===== config.mk =====
export PLATFORM = sky130hd
export DESIGN_NAME = lcd_bus_sink
export DESIGN_NICKNAME = d
export VERILOG_FILES = /design/src/rtl/lcd_pkg.sv /design/src/rtl/lcd_wr_edge.sv /design/src/rtl/lcd_bus_sink.sv
export SDC_FILE = /design/constraint.sdc
export NUM_CORES = 1
export LEC_CHECK = 0
export ABC_AREA = 1
export CAP_MARGIN = 25
export CORE_AREA = 2 2 119 121
export DETAILED_ROUTE_END_ITERATION = 10
export DIE_AREA = 0 0 121 123
export HOLD_SLACK_MARGIN = 0.03
export MAX_ROUTING_LAYER = met4
export PLACE_DENSITY = 0.61
export RECOVER_POWER = 25
export SLEW_MARGIN = 20
export SYNTH_ARGS = -nofsm -noshare
export SYNTH_HDL_FRONTEND = slang
export SYNTH_SLANG_ARGS = --single-unit
export TNS_END_PERCENT = 1

===== constraint.sdc =====
create_clock -name i_clk -period 2.7 [get_ports i_clk]
set_clock_uncertainty 0.2 [all_clocks]
set_input_delay 0.27 -clock i_clk [delete_from_list [all_inputs] [get_ports i_clk]]
set_output_delay 0.27 -clock i_clk [all_outputs]
set_load 0.05 [all_outputs]

===== src/rtl/lcd_pkg.sv =====
// rtl/lcd_pkg.sv - ILI9341 opcodes, receiver state encoding and default window ends
package lcd_pkg;

    localparam logic [7:0] CMD_SWRESET = 8'h01;
    localparam logic [7:0] CMD_SLPIN   = 8'h10;
    localparam logic [7:0] CMD_SLPOUT  = 8'h11;
    localparam logic [7:0] CMD_DISPOFF = 8'h28;
    localparam logic [7:0] CMD_DISPON  = 8'h29;
    localparam logic [7:0] CMD_CASET   = 8'h2A;
    localparam logic [7:0] CMD_PASET   = 8'h2B;
    localparam logic [7:0] CMD_RAMWR   = 8'h2C;
    localparam logic [7:0] CMD_RAMWRC  = 8'h3C;

    localparam logic [8:0] COL_END_DEFAULT  = 9'd239;
    localparam logic [8:0] PAGE_END_DEFAULT = 9'd319;

    typedef enum logic [1:0] {
        ST_IDLE  = 2'd0,
        ST_PARAM = 2'd1,
        ST_PIX_A = 2'd2,
        ST_PIX_B = 2'd3
    } lcd_state_t;

endpackage


===== src/rtl/lcd_wr_edge.sv =====
// rtl/lcd_wr_edge.sv - WR rising-edge detector; LCD_SINK_INPUT_SYNC_EN adds a 2-flop input synchronizer
module lcd_wr_edge (
    input  logic       i_clk,
    input  logic       i_reset,
    input  logic       i_wr,
    input  logic       i_rs,
    input  logic [7:0] i_data,
    output logic       o_evt,
    output logic       o_rs,
    output logic [7:0] o_data
);

    logic       wr_src;
    logic       wr_q;

`ifdef LCD_SINK_INPUT_SYNC_EN
    logic [1:0] wr_s;
    logic [1:0] rs_s;
    logic [7:0] data_s0;
    logic [7:0] data_s1;

    // WR idles high, so the synchronizer resets high to avoid a phantom edge
    always_ff @(posedge i_clk) begin
        if (i_reset) begin
            wr_s    <= 2'b11;
            rs_s    <= 2'b00;
            data_s0 <= 8'h00;
            data_s1 <= 8'h00;
        end else begin
            wr_s    <= {wr_s[0], i_wr};
            rs_s    <= {rs_s[0], i_rs};
            data_s0 <= i_data;
            data_s1 <= data_s0;
        end
    end

    assign wr_src = wr_s[1];
    assign o_rs   = rs_s[1];
    assign o_data = data_s1;
`else
    assign wr_src = i_wr;
    assign o_rs   = i_rs;
    assign o_data = i_data;
`endif

    always_ff @(posedge i_clk) begin
        if (i_reset) begin
            wr_q <= 1'b1;
        end else begin
            wr_q <= wr_src;
        end
    end

    assign o_evt = ~wr_q & wr_src;

endmodule


===== src/rtl/lcd_bus_sink.sv =====
// rtl/lcd_bus_sink.sv - ILI9341 8080 write-bus receiver; LCD_SINK_INPUT_SYNC_EN selects synchronized inputs
module lcd_bus_sink
    import lcd_pkg::*;
#(
    parameter logic [8:0] COL_RST_END    = COL_END_DEFAULT,
    parameter logic [8:0] PAGE_RST_END   = PAGE_END_DEFAULT,
    parameter bit         LOW_BYTE_FIRST = 1'b1
) (
    input  logic        i_clk,
    input  logic        i_reset,
    input  logic [7:0]  i_lcd_data,
    input  logic        i_lcd_rs,
    input  logic        i_lcd_wr,
    output logic        o_pix_valid,
    output logic [8:0]  o_pix_x,
    output logic [8:0]  o_pix_y,
    output logic [15:0] o_pix_data,
    output logic        o_cmd_valid,
    output logic [7:0]  o_cmd,
    output logic        o_display_on,
    output logic        o_sleep_out,
    output logic        o_frame_done,
    output logic        o_stray
);

    logic       ev;
    logic       ev_rs;
    logic [7:0] ev_data;

    lcd_wr_edge u_edge (
        .i_clk   (i_clk),
        .i_reset (i_reset),
        .i_wr    (i_lcd_wr),
        .i_rs    (i_lcd_rs),
        .i_data  (i_lcd_data),
        .o_evt   (ev),
        .o_rs    (ev_rs),
        .o_data  (ev_data)
    );

    lcd_state_t state_q, state_n;
    logic [1:0] idx_q, idx_n;
    logic       tgt_q, tgt_n;           // 0: column window, 1: page window
    logic       start_hi_q, start_hi_n;
    logic [7:0] start_lo_q, start_lo_n;
    logic       end_hi_q, end_hi_n;
    logic [7:0] byte_a_q, byte_a_n;
    logic [8:0] sc_q, sc_n, ec_q, ec_n, sp_q, sp_n, ep_q, ep_n;
    logic [8:0] col_q, col_n, page_q, page_n;
    logic       skip_q, skip_n;         // unknown command seen: swallow its parameters
    logic       pix_v_n, cmd_v_n, fd_n, stray_n, disp_n, sleep_n;
    logic [8:0] x_n, y_n;
    logic [15:0] data_n;
    logic [7:0] cmd_n;

    always_comb begin
        state_n = state_q;   idx_n = idx_q;   tgt_n = tgt_q;
        start_hi_n = start_hi_q;  start_lo_n = start_lo_q;  end_hi_n = end_hi_q;
        byte_a_n = byte_a_q;
        sc_n = sc_q;  ec_n = ec_q;  sp_n = sp_q;  ep_n = ep_q;
        col_n = col_q;  page_n = page_q;  skip_n = skip_q;
        disp_n = o_display_on;  sleep_n = o_sleep_out;  cmd_n = o_cmd;
        x_n = o_pix_x;  y_n = o_pix_y;  data_n = o_pix_data;
        pix_v_n = 1'b0;  cmd_v_n = 1'b0;  fd_n = 1'b0;  stray_n = 1'b0;

        if (ev && !ev_rs) begin
            cmd_v_n = 1'b1;
            cmd_n   = ev_data;
            skip_n  = 1'b0;
            state_n = ST_IDLE;
            case (ev_data)
                CMD_CASET, CMD_PASET: begin
                    state_n = ST_PARAM;
                    idx_n   = 2'd0;
                    tgt_n   = (ev_data == CMD_PASET);
                end
                CMD_RAMWR: begin
                    col_n   = sc_q;
                    page_n  = sp_q;
                    state_n = ST_PIX_A;
                end
                CMD_RAMWRC: state_n = ST_PIX_A;
                CMD_SWRESET: begin
                    sc_n = 9'd0;  ec_n = COL_RST_END;
                    sp_n = 9'd0;  ep_n = PAGE_RST_END;
                    col_n = 9'd0; page_n = 9'd0;
                    disp_n = 1'b0; sleep_n = 1'b0;
                end
                CMD_SLPIN:   sleep_n = 1'b0;
                CMD_SLPOUT:  sleep_n = 1'b1;
                CMD_DISPOFF: disp_n  = 1'b0;
                CMD_DISPON:  disp_n  = 1'b1;
                default:     skip_n  = 1'b1;
            endcase
        end else if (ev) begin
            case (state_q)
                ST_IDLE: stray_n = ~skip_q;
                ST_PARAM: begin
                    idx_n = idx_q + 2'd1;
                    case (idx_q)
                        2'd0: start_hi_n = ev_data[0];
                        2'd1: start_lo_n = ev_data;
                        2'd2: end_hi_n   = ev_data[0];
                        default: begin
                            state_n = ST_IDLE;
                            if (tgt_q) begin
                                sp_n = {start_hi_q, start_lo_q};
                                ep_n = {end_hi_q, ev_data};
                            end else begin
                                sc_n = {start_hi_q, start_lo_q};
                                ec_n = {end_hi_q, ev_data};
                            end
                        end
                    endcase
                end
                ST_PIX_A: begin
                    byte_a_n = ev_data;
                    state_n  = ST_PIX_B;
                end
                default: begin
                    pix_v_n = 1'b1;
                    x_n     = col_q;
                    y_n     = page_q;
                    data_n  = LOW_BYTE_FIRST ? {ev_data, byte_a_q} : {byte_a_q, ev_data};
                    state_n = ST_PIX_A;
                    // >= rather than == so a start>end window collapses to one column/row
                    if (col_q >= ec_q) begin
                        col_n = sc_q;
                        if (page_q >= ep_q) begin
                            page_n = sp_q;
                            fd_n   = 1'b1;
                        end else begin
                            page_n = page_q + 9'd1;
                        end
                    end else begin
                        col_n = col_q + 9'd1;
                    end
                end
            endcase
        end
    end

    always_ff @(posedge i_clk) begin
        if (i_reset) begin
            state_q <= ST_IDLE;  idx_q <= 2'd0;  tgt_q <= 1'b0;
            start_hi_q <= 1'b0;  start_lo_q <= 8'h00;  end_hi_q <= 1'b0;
            byte_a_q <= 8'h00;
            sc_q <= 9'd0;  ec_q <= COL_RST_END;  sp_q <= 9'd0;  ep_q <= PAGE_RST_END;
            col_q <= 9'd0;  page_q <= 9'd0;  skip_q <= 1'b0;
            o_pix_valid <= 1'b0;  o_pix_x <= 9'd0;  o_pix_y <= 9'd0;  o_pix_data <= 16'h0000;
            o_cmd_valid <= 1'b0;  o_cmd <= 8'h00;
            o_display_on <= 1'b0;  o_sleep_out <= 1'b0;
            o_frame_done <= 1'b0;  o_stray <= 1'b0;
        end else begin
            state_q <= state_n;  idx_q <= idx_n;  tgt_q <= tgt_n;
            start_hi_q <= start_hi_n;  start_lo_q <= start_lo_n;  end_hi_q <= end_hi_n;
            byte_a_q <= byte_a_n;
            sc_q <= sc_n;  ec_q <= ec_n;  sp_q <= sp_n;  ep_q <= ep_n;
            col_q <= col_n;  page_q <= page_n;  skip_q <= skip_n;
            o_pix_valid <= pix_v_n;  o_pix_x <= x_n;  o_pix_y <= y_n;  o_pix_data <= data_n;
            o_cmd_valid <= cmd_v_n;  o_cmd <= cmd_n;
            o_display_on <= disp_n;  o_sleep_out <= sleep_n;
            o_frame_done <= fd_n;  o_stray <= stray_n;
        end
    end

endmodule


# Word-level counts from Yosys, hierarchy flattened
# Cells that the tools add are included.
dict set report totals {
  inputBits 12
  regBits 127
}
dict set report op_classes {
  order_cmp 2
  eq_ne 21
  add_sub_neg 3
  reduce_logical 34
  n_mux 49
  n_bitwise 8
}
# cell n
set op_table {}
lappend op_table {{9-bit two-way mux} 32}
lappend op_table {{8-bit by 6-bit == test with 1-bit output (second input constant)} 6}
lappend op_table {{9-bit case mux with 2 select lines} 2}
lappend op_table {{9-bit by 1-bit adder with 9-bit output (second input constant)} 2}
lappend op_table {{9-bit >= comparator} 2}
lappend op_table {{8-bit by 5-bit == test with 1-bit output (second input constant)} 2}
lappend op_table {{4-bit AND reduction} 4}
lappend op_table {{3-bit AND reduction} 5}
lappend op_table {{2-bit two-way mux} 7}
lappend op_table {{2-bit nonzero test} 6}
lappend op_table {{2-bit by 1-bit != test with 1-bit output (second input constant)} 5}
lappend op_table {{5-bit AND reduction} 2}
lappend op_table {{3-bit OR reduction} 3}
lappend op_table {{9-bit OR reduction} 1}
lappend op_table {{8-bit by 1-bit == test with 1-bit output (second input constant)} 1}
lappend op_table {{2-bit OR reduction} 4}
lappend op_table {{1-bit NOT} 7}
lappend op_table {{7-bit OR reduction} 1}
lappend op_table {{2-bit case mux with 3 select lines} 1}
lappend op_table {{2-bit AND reduction} 3}
lappend op_table {{2-bit by 1-bit == test with 1-bit output (second input constant)} 2}
lappend op_table {{2-bit == test (second input constant)} 2}
lappend op_table {{2-bit logical NOT} 2}
lappend op_table {{1-bit two-way mux} 4}
lappend op_table {{other kinds (10)} 11}

# Longest topological paths before layout
# Gate-level depths: netlist of run 1.
dict set report logic_depth {
  word_depth 6
  ltp_mapped 14
  mapped_depth_nobuf 14
}

# Hierarchy
# A second synthesis of run 1 with hierarchy kept.
dict set report unflattened {
  hier_cells 816
  area_unflattened_um2 6000.8
}
# module n_inst seq_area_each_um2 area_per_inst_um2 cells_per_inst
set by_module_without_submodules {}
lappend by_module_without_submodules {lcd_bus_sink 1 2522.4 5895.7 802}
lappend by_module_without_submodules {lcd_wr_edge 1 20.0 105.1 14}

# Least setup slack after synthesis of run 1
# Ideal clock, no wire load.
dict set report synth_path {
  kind {reg-to-reg}
  start {register col_q[4]}
  end {register page_q[2]}
  slack_ps 803
  path_stages_with_launch 13
  setup_ps 113
  arrival_time_ps 1584
  period_less_slack_ps 1897
  cell_sequence {dfxtp_1 -> ha_1 -> nand2_1 -> inv_1 -> nand2_1 -> nand3_1 -> nand2_1 -> nand3_2 -> nand2_8 -> inv_4 -> buf_8 -> o21ai_1 -> nor2_1}
}
dict set report synth_between {
  elab_chain_len 3
}
# item line_no
set synth_lines {}
lappend synth_lines {{start: declaration} lcd_bus_sink.sv:49} ;# logic [8:0] col_q, col_n, page_q, page_n;
lappend synth_lines {{start signal: assignment} lcd_bus_sink.sv:159} ;# col_q <= col_n; page_q <= page_n; skip_q <= skip_n;
lappend synth_lines {{9-bit >= comparator} lcd_bus_sink.sv:127} ;# if (col_q >= ec_q) begin
lappend synth_lines {{2-bit nonzero test (no line)} n/a}
lappend synth_lines {{4-bit AND reduction (no line)} n/a}
lappend synth_lines {{end signal: assignment} lcd_bus_sink.sv:159}
lappend synth_lines {{end: declaration} lcd_bus_sink.sv:49}
# Every way passes these cells.
# A chain may end at the register's enable or synchronous reset.

# Worst setup path after layout of run 1
dict set report layout_path {
  start {input i_lcd_wr}
  end {register sp_q[1]}
}
dict set report layout_between {
  elab_chain_len 4
  word_cells_on_any_way 9
  cone_classes {eq/ne: 2; mux: 1; bitwise: 1; reduce/logical: 5}
}
# item line_no
set layout_lines {}
lappend layout_lines {{start: declaration} lcd_bus_sink.sv:13} ;# input logic i_lcd_wr,
lappend layout_lines {{1-bit bitwise AND (*)} lcd_wr_edge.sv:54} ;# assign o_evt = ~wr_q & wr_src;
lappend layout_lines {{1-bit logical AND} lcd_bus_sink.sv:66} ;# if (ev && !ev_rs) begin
lappend layout_lines {{2-bit by 1-bit != test with 1-bit output (no line) / 2-bit nonzero test (equally long branches)} n/a}
lappend layout_lines {{5-bit AND reduction (no line)} n/a}
lappend layout_lines {{end signal: assignment} lcd_bus_sink.sv:158} ;# sc_q <= sc_n; ec_q <= ec_n; sp_q <= sp_n; ep_q <= ep_n;
lappend layout_lines {{end: declaration} lcd_bus_sink.sv:48} ;# logic [8:0] sc_q, sc_n, ec_q, ec_n, sp_q, sp_n, ep_q, ep_n;
# Every way passes the cells marked *; elsewhere a longest branch is shown, timed or not.

==> results of run 1 <==
==> worst min-delay path by stage <==
stage	startpoint	to	slack, ns	cells past startpoint
after global routing	skip_q	o_stray	0.25	1
final	skip_q	o_stray	0.23	1
after CTS	i_lcd_wr	u_edge.wr_q	0.24	3
after global placement	skip_q	o_stray	0.23	1
after detailed placement	skip_q	o_stray	0.22	1
after floorplan	i_lcd_wr	u_edge.wr_q	0.17	2
==> sequential cells by signal (all words and copies together) (netlist names), 8 cells and up <==
signal      flops
ep_q            9
sp_q            9
start_lo_q      8
o_pix_x         9
o_pix_y         9
o_cmd           8
ec_q            9
page_q          9
o_pix_data     16
sc_q            9
col_q           9
byte_a_q        8
==> Yosys cell counts, types with 5 or more instances <==
master | number | share of area [%]
dfxtp_1 | 127 | 43
nand2_1 | 117 | 7.3
nor2_1 | 100 | 6.3
o21ai_0 | 97 | 8.1
a21oi_1 | 70 | 5.9
inv_1 | 53 | 3.3
nand3_1 | 33 | 2.8
ha_1 | 24 | 5.0
clkbuf_1 | 18 | 1.1
inv_2 | 18 | 1.1
buf_2 | 14 | 1.2
nand4_1 | 11 | 1.2
o21ai_2 | 11 | 1.6
nand2_2 | 10 | 1.0
o21ai_1 | 10 | 0.84
o211ai_1 | 8 | 1.0
xor2_1 | 7 | 1.0
nand2_4 | 5 | 0.94
nor3_1 | 5 | 0.42
==> cell families (layout without fill, tap and decap cells) <==
group	Yosys count	after routing	synth area share, %
simple gates	300	300	23.04
compound gates	209	209	19.23
xor+xnor	11	11	1.612
flops	127	127	42.53
buf+inv	114	184	8.560
fa+ha+maj	24	24	5.023
==> metal layers <==
metal	up-vias	global-route usage (%)	part of all wire [%]
met2	130	38.10	47
met5	-	-	0
met4	0	10.83	2.8
met1	2438	29.20	46
li1	2714	-	-
met3	36	4.244	3.8
==> cell usage in the layout, fill, tap and decap left out, types with 7 or more instances in the layout <==
master	count
o21ai_1	10
inv_1	55
clkdlybuf4s50_1	58
nand3_1	33
clkbuf_16	17
o211ai_1	8
xor2_1	7
dfxtp_1	127
o21ai_0	97
inv_2	16
nand2_2	9
buf_4	14
ha_1	24
a21oi_1	70
nand4_1	11
nor2_1	103
nand2_1	118
o21ai_2	11
==> stage by stage <==
step	setup WS, ns	power (W)	cells	hold slack (ns)
floorplan	0.8028	0.002063	785	0.1668
global placement	0.1884	0.002142	1003	0.2318
detailed placement	0.1318	0.002142	1003	0.2234
CTS	0.4662	0.004672	1035	0.2383
global route	0.1327	0.004761	1035	0.2502
finish	0.3265	0.004626	1035	0.2348
==> cell type report <==
| class | instances | area, um^2 | area share, % |
|---|---|---|---|
| clock buffers | 22 | 464.2 | 6.320 |
| multi-input cells | 544 | 2907 | 39.57 |
| clock inverters | 10 | 183.9 | 2.504 |
| well taps | 180 | 225.2 | 3.066 |
| repair buffers | 77 | 728.2 | 9.915 |
| flip-flops and latches | 127 | 2542 | 34.62 |
| inverters | 75 | 294.0 | 4.003 |
==> where the power goes <==
part	total (W)	switching, W	leakage, nW	internal (W)
combinational	0.000203	0.000142	1.96	0.0000617
clock	0.00253	0.000841	0.310	0.00168
sequential	0.00190	0.0000109	1.02	0.00189
==> summary.md, run 1 <==
| Metric | Value |
|---|---|
| Status | `complete, no violations` |
| Worst-Skew Late Latency | `0.42 ns` |
| Top Ports | `60` |
| Crit-path cells | `clkdlybuf4s50_1 -> inv_1 -> nor2_4 -> nand2_1 -> inv_1 -> or2_0 -> nand3_2 -> inv_2 -> buf_4 -> o21ai_0 -> nor2_1` |
| Post-layout min period | `2.373 ns` |
| Mapped cell area | `5978 um^2` |
| FF-to-FF setup slack | `0.36 ns` |
| VDD IR max | `0.3710 mV` |
| Slowest-stage cell, CP | `clkdlybuf4s50_1` |
| Initial core utilization | `43.92%` |
| CP max stage delay | `0.46 ns` |
| Largest net degree at the start of global routing | `97` |
| Maximum fanout along the worst path | `16` |
| Crit start category | `primary input` |
| Cts bufs inserted | `17` |
| Maximum buffer depth of the clock tree | `2` |
| GRT Total Usage | `23.72%` |
| Root Driver | `clkbuf_16` |
| Total congestion overflow | `0` |
| Cts hold-fix bufs | `0` |
| Worst R2R End | `sp_q[1]` |
| Primary FF master, synth | `dfxtp_1` |
| Post-synth EDFFs | `0` |
| Remaining DRCs | `0` |
| Synth cell types | `45` |
| Finished Core Util | `53.96%` |
| Max Freq | `421.3 MHz` |
| ANT nets after route | `0` |
| ANT cells | `0` |
| WP buf/inv | `5` |
| Final hold vios | `0` |
| Max cap viols | `0` |
| Post-synthesis sequential area ratio | `42.53%` |
| Worst setup EP type | `flop` |
| # fillers | `1300` |
| CTS tree | `done` |
| WL/cell | `15.80 um` |
| RSZ-0062 raised after global routing | `false` |
| DR iter-0 viols | `296` |
| NumNets Final | `878` |
| Async S/R FF share, synth | `0%` |
| Slew @ Worst Pin | `0.7847 ns` |
| Critical Path RT | `2.85 ns` |
| Antenna violations before repair | `0` |
| DR pass1 iterations | `6` |
| Crit path capture | `sp_q[1]` |
| CORE AREA | `13610 um^2` |
| Row cnt | `43` |
| Gate Count Post-Synth | `785` |
| CP startpoint | `i_lcd_wr` |
| Crit path DAT | `2.53 ns` |
| PortBufs | `59` |
| Die width | `121 um` |
| Avg Cell Area, Syn | `7.616 um^2` |
| Pwr Density | `629.8 nW/um^2` |
| Cell Area, Placed | `6726 um^2` |
| Max-slew violation count | `0` |
| Final period util | `87.91%` |
| Rel. slew slack | `47.69%` |
| Total Wirelength | `16350 um` |
| YS warnings | `0` |
| WP depth | `11` |
| Cell family with most CP delay | `buffers and inverters` |
| Post-CTS setup buffer count | `0` |
| Reg2reg path depth | `9` |
| Finish-stage setup viols | `0` |
| Most frequent CP cell | `inv_1` |
| Layout cell share with drive strength beyond 1 | `11.93%` |
| TNS Setup | `0 ns` |
| Syn-to-layout area delta | `22.85%` |
| H-tree depth | `4` |
| Post-CTS Resized | `0` |
| Crit Path Category | `in2reg` |
| Die Ht | `123 um` |
| Design area | `7345 um^2` |
| Vias in the first global route | `5168` |
| Worst r2r src | `u_edge.wr_q` |
| Synth Register Bits | `127` |
| CTS sink cnt | `127` |
| Worst Hold Class | `reg2reg` |
| Reg clk slew, reported paths | `0.06 ns` |
| Vias per cell | `5.138` |
| Vias | `5318` |
| Syn_nets | `821` |
| First-pass GRT wire length | `26560 um` |
| Pleak | `3.297 nW` |
| Global placement routability congestion | `0.8866` |
| DP Wirelength | `11520 um` |
| Die area | `14880 um^2` |
Note: power is estimated with default switching activity, not from simulation.
==> inputs of run 2 (changes only) <==
--- a/config.mk
+++ b/config.mk
@@ -8,6 +8,7 @@
 export ABC_AREA = 1
 export CAP_MARGIN = 25
 export CORE_AREA = 2 2 119 121
+export CTS_CLUSTER_DIAMETER = 50
 export DETAILED_ROUTE_END_ITERATION = 10
 export DIE_AREA = 0 0 121 123
 export HOLD_SLACK_MARGIN = 0.03
==> results of run 2 <==
No change in the layout: final DEF, timing and power equal those of run 1.
==> inputs of run 3 (changes only) <==
==> constraint.sdc (replaced) <==
create_clock -name i_clk -period 2.6 [get_ports i_clk]
set_clock_uncertainty 0.2 [all_clocks]
set_input_delay 0.26 -clock i_clk [delete_from_list [all_inputs] [get_ports i_clk]]
set_output_delay 0.26 -clock i_clk [all_outputs]
set_load 0.05 [all_outputs]
==> run 3 against run 2 <==
Effect of this change: die area stayed put; largest power group unchanged; wire length increased by 0.56%; utilization is 0.26 points lower; global-route usage is 0.35 points lower; critical path depth down 1; final cell count increased by 0.39%; sequential power increased by 4%; design area shrank 0.48%; via count is 1.5% higher; sequential share of layout area up 0.17 points; first-iteration DRC count shrank 3.4%; register-to-register slack improved by 0.02 ns.
==> summary.md, run 3 (synthesis results as in run 1) <==
| Metric | Value |
|---|---|
| ANT cells | `0` |
| CP max stage delay | `0.53 ns` |
| Total Wirelength | `16440 um` |
| Crit-path cells | `dlygate4sd3_1 -> inv_1 -> nor2_4 -> nand2_1 -> inv_1 -> or2_0 -> nand3_2 -> inv_2 -> buf_4 -> o211ai_1` |
| Top Ports | `60` |
| First-pass GRT wire length | `26280 um` |
| Crit Path Category | `in2reg` |
| VDD IR max | `0.6331 mV` |
| Cell Count Post-Placement | `1008` |
| Largest net degree at the start of global routing | `97` |
| CTS sink cnt | `127` |
| H-tree depth | `4` |
| Max Freq | `429.5 MHz` |
| Worst setup EP type | `flop` |
| Vias in the first global route | `5098` |
| DR pass1 iterations | `7` |
| Die Ht | `123 um` |
| Post-layout min period | `2.328 ns` |
| ANT nets after route | `0` |
| Post-CTS setup buffer count | `0` |
| Total congestion overflow | `0` |
| Finish-stage setup viols | `0` |
| PnR worst setup slack | `0.2716 ns` |
| Cts hold-fix bufs | `0` |
| Post-CTS Resized | `0` |
| Max cap viols | `0` |
| Slew @ Worst Pin | `0.8144 ns` |
| Root Driver | `clkbuf_16` |
| Worst-Skew Late Latency | `0.42 ns` |
| Vias per cell | `5.196` |
| TNS Setup | `0 ns` |
| Remaining DRCs | `0` |
| # fillers | `1315` |
| Worst Hold Class | `reg2reg` |
| Pleak | `3.295 nW` |
| Reg clk slew, reported paths | `0.05 ns` |
| Largest Register | `o_pix_data` |
| Cts bufs inserted | `17` |
| Vias | `5399` |
| Die area | `14880 um^2` |
| Most frequent CP cell | `inv_1` |
| Final hold vios | `0` |
| Commonest non-fill, non-tap cell in the layout | `dfxtp_1` |
| Final cell count without fillers | `1039` |
| Status | `complete, no violations` |
| Crit start category | `primary input` |
| Crit path DAT | `2.39 ns` |
| NumNets Final | `883` |
| Largest register FFs | `16` |
| Maximum buffer depth of the clock tree | `2` |
| Rel. slew slack | `45.71%` |
| Initial core utilization | `43.92%` |
| CORE AREA | `13610 um^2` |
| Critical Path RT | `2.67 ns` |
| CTS tree | `done` |
| GRT Total Usage | `23.37%` |
| Pwr Density | `609.5 nW/um^2` |
| RSZ-0062 raised after global routing | `false` |
| Slowest-stage cell, CP | `dlygate4sd3_1` |
| Layout cell share with drive strength beyond 1 | `12.34%` |
| Row cnt | `43` |
| DR iter-0 viols | `286` |
| PortBufs | `59` |
| Max-slew violation count | `0` |
| Antenna violations before repair | `0` |
| Die width | `121 um` |
| DP Wirelength | `11610 um` |
| Syn-to-layout area delta | `22.27%` |
| Final period util | `89.56%` |
| Most frequent cells in the layout | `dfxtp_1, nand2_1, nor2_1, o21ai_0, a21oi_1` |
| Pre-CTS setup slack | `0.1661 ns` |
| Global placement routability congestion | `0.8853` |
| Maximum fanout along the worst path | `18` |
| WL/cell | `15.82 um` |
## run 3: worst max-delay path: cells and delay by family
family                 cells  cell delay, ns
buffers and inverters      5            1.27
AND/OR/NAND/NOR            4            0.77
AO/OA/AOI/OAI              1            0.09
## run 3: layer usage
| metal | wire length [um] | share of wire, % | track usage (%) |
|---|---|---|---|
| met4 | 405 | 2.5 | 9.884 |
| met2 | 7655 | 47 | 37.25 |
| met1 | 7659 | 47 | 29.14 |
| met3 | 721 | 4.4 | 4.474 |
| met5 | 0 | 0 | - |
## run 3: power by group
group,switching [W],internal (W),total [W]
combinational,0.000147,0.0000685,0.000215
clock,0.000813,0.00146,0.00227
sequential,0.0000109,0.00196,0.00197
## run 3: through the flow
step                hold slack, ns  util (%)  total power [W]  cell area, um^2
CTS                         0.2367     53.98         0.004494             7348
global route                0.2511     53.70         0.004588             7310
global placement            0.2435     49.78         0.002226             6777
floorplan                   0.1568         -         0.002143             5978
detailed placement          0.2447     49.78         0.002227             6777
finish                      0.2610     53.70         0.004456             7310
## run 3: final cells by class
type	instances	area [um^2]	area share [%]
Clock buffer	26	519.2	7.104
Clock inverter	5	52.55	0.7189
Inverter	75	294.0	4.023
Multi-Input combinational cell	544	2907	39.76
Sequential cell	127	2542	34.78
Tap cell	180	225.2	3.081
Timing Repair Buffer	82	769.5	10.53
## run 3: worst paths after layout
check / from / to / slack [ns] / depth (start not counted)
worst max-delay path: i_lcd_wr / ep_q[4] / 0.27 / 10
worst max register to register: u_edge.wr_q / ep_q[4] / 0.38 / 8
worst min register to register: skip_q / o_stray / 0.26 / 1
worst min-delay path: skip_q / o_stray / 0.26 / 1
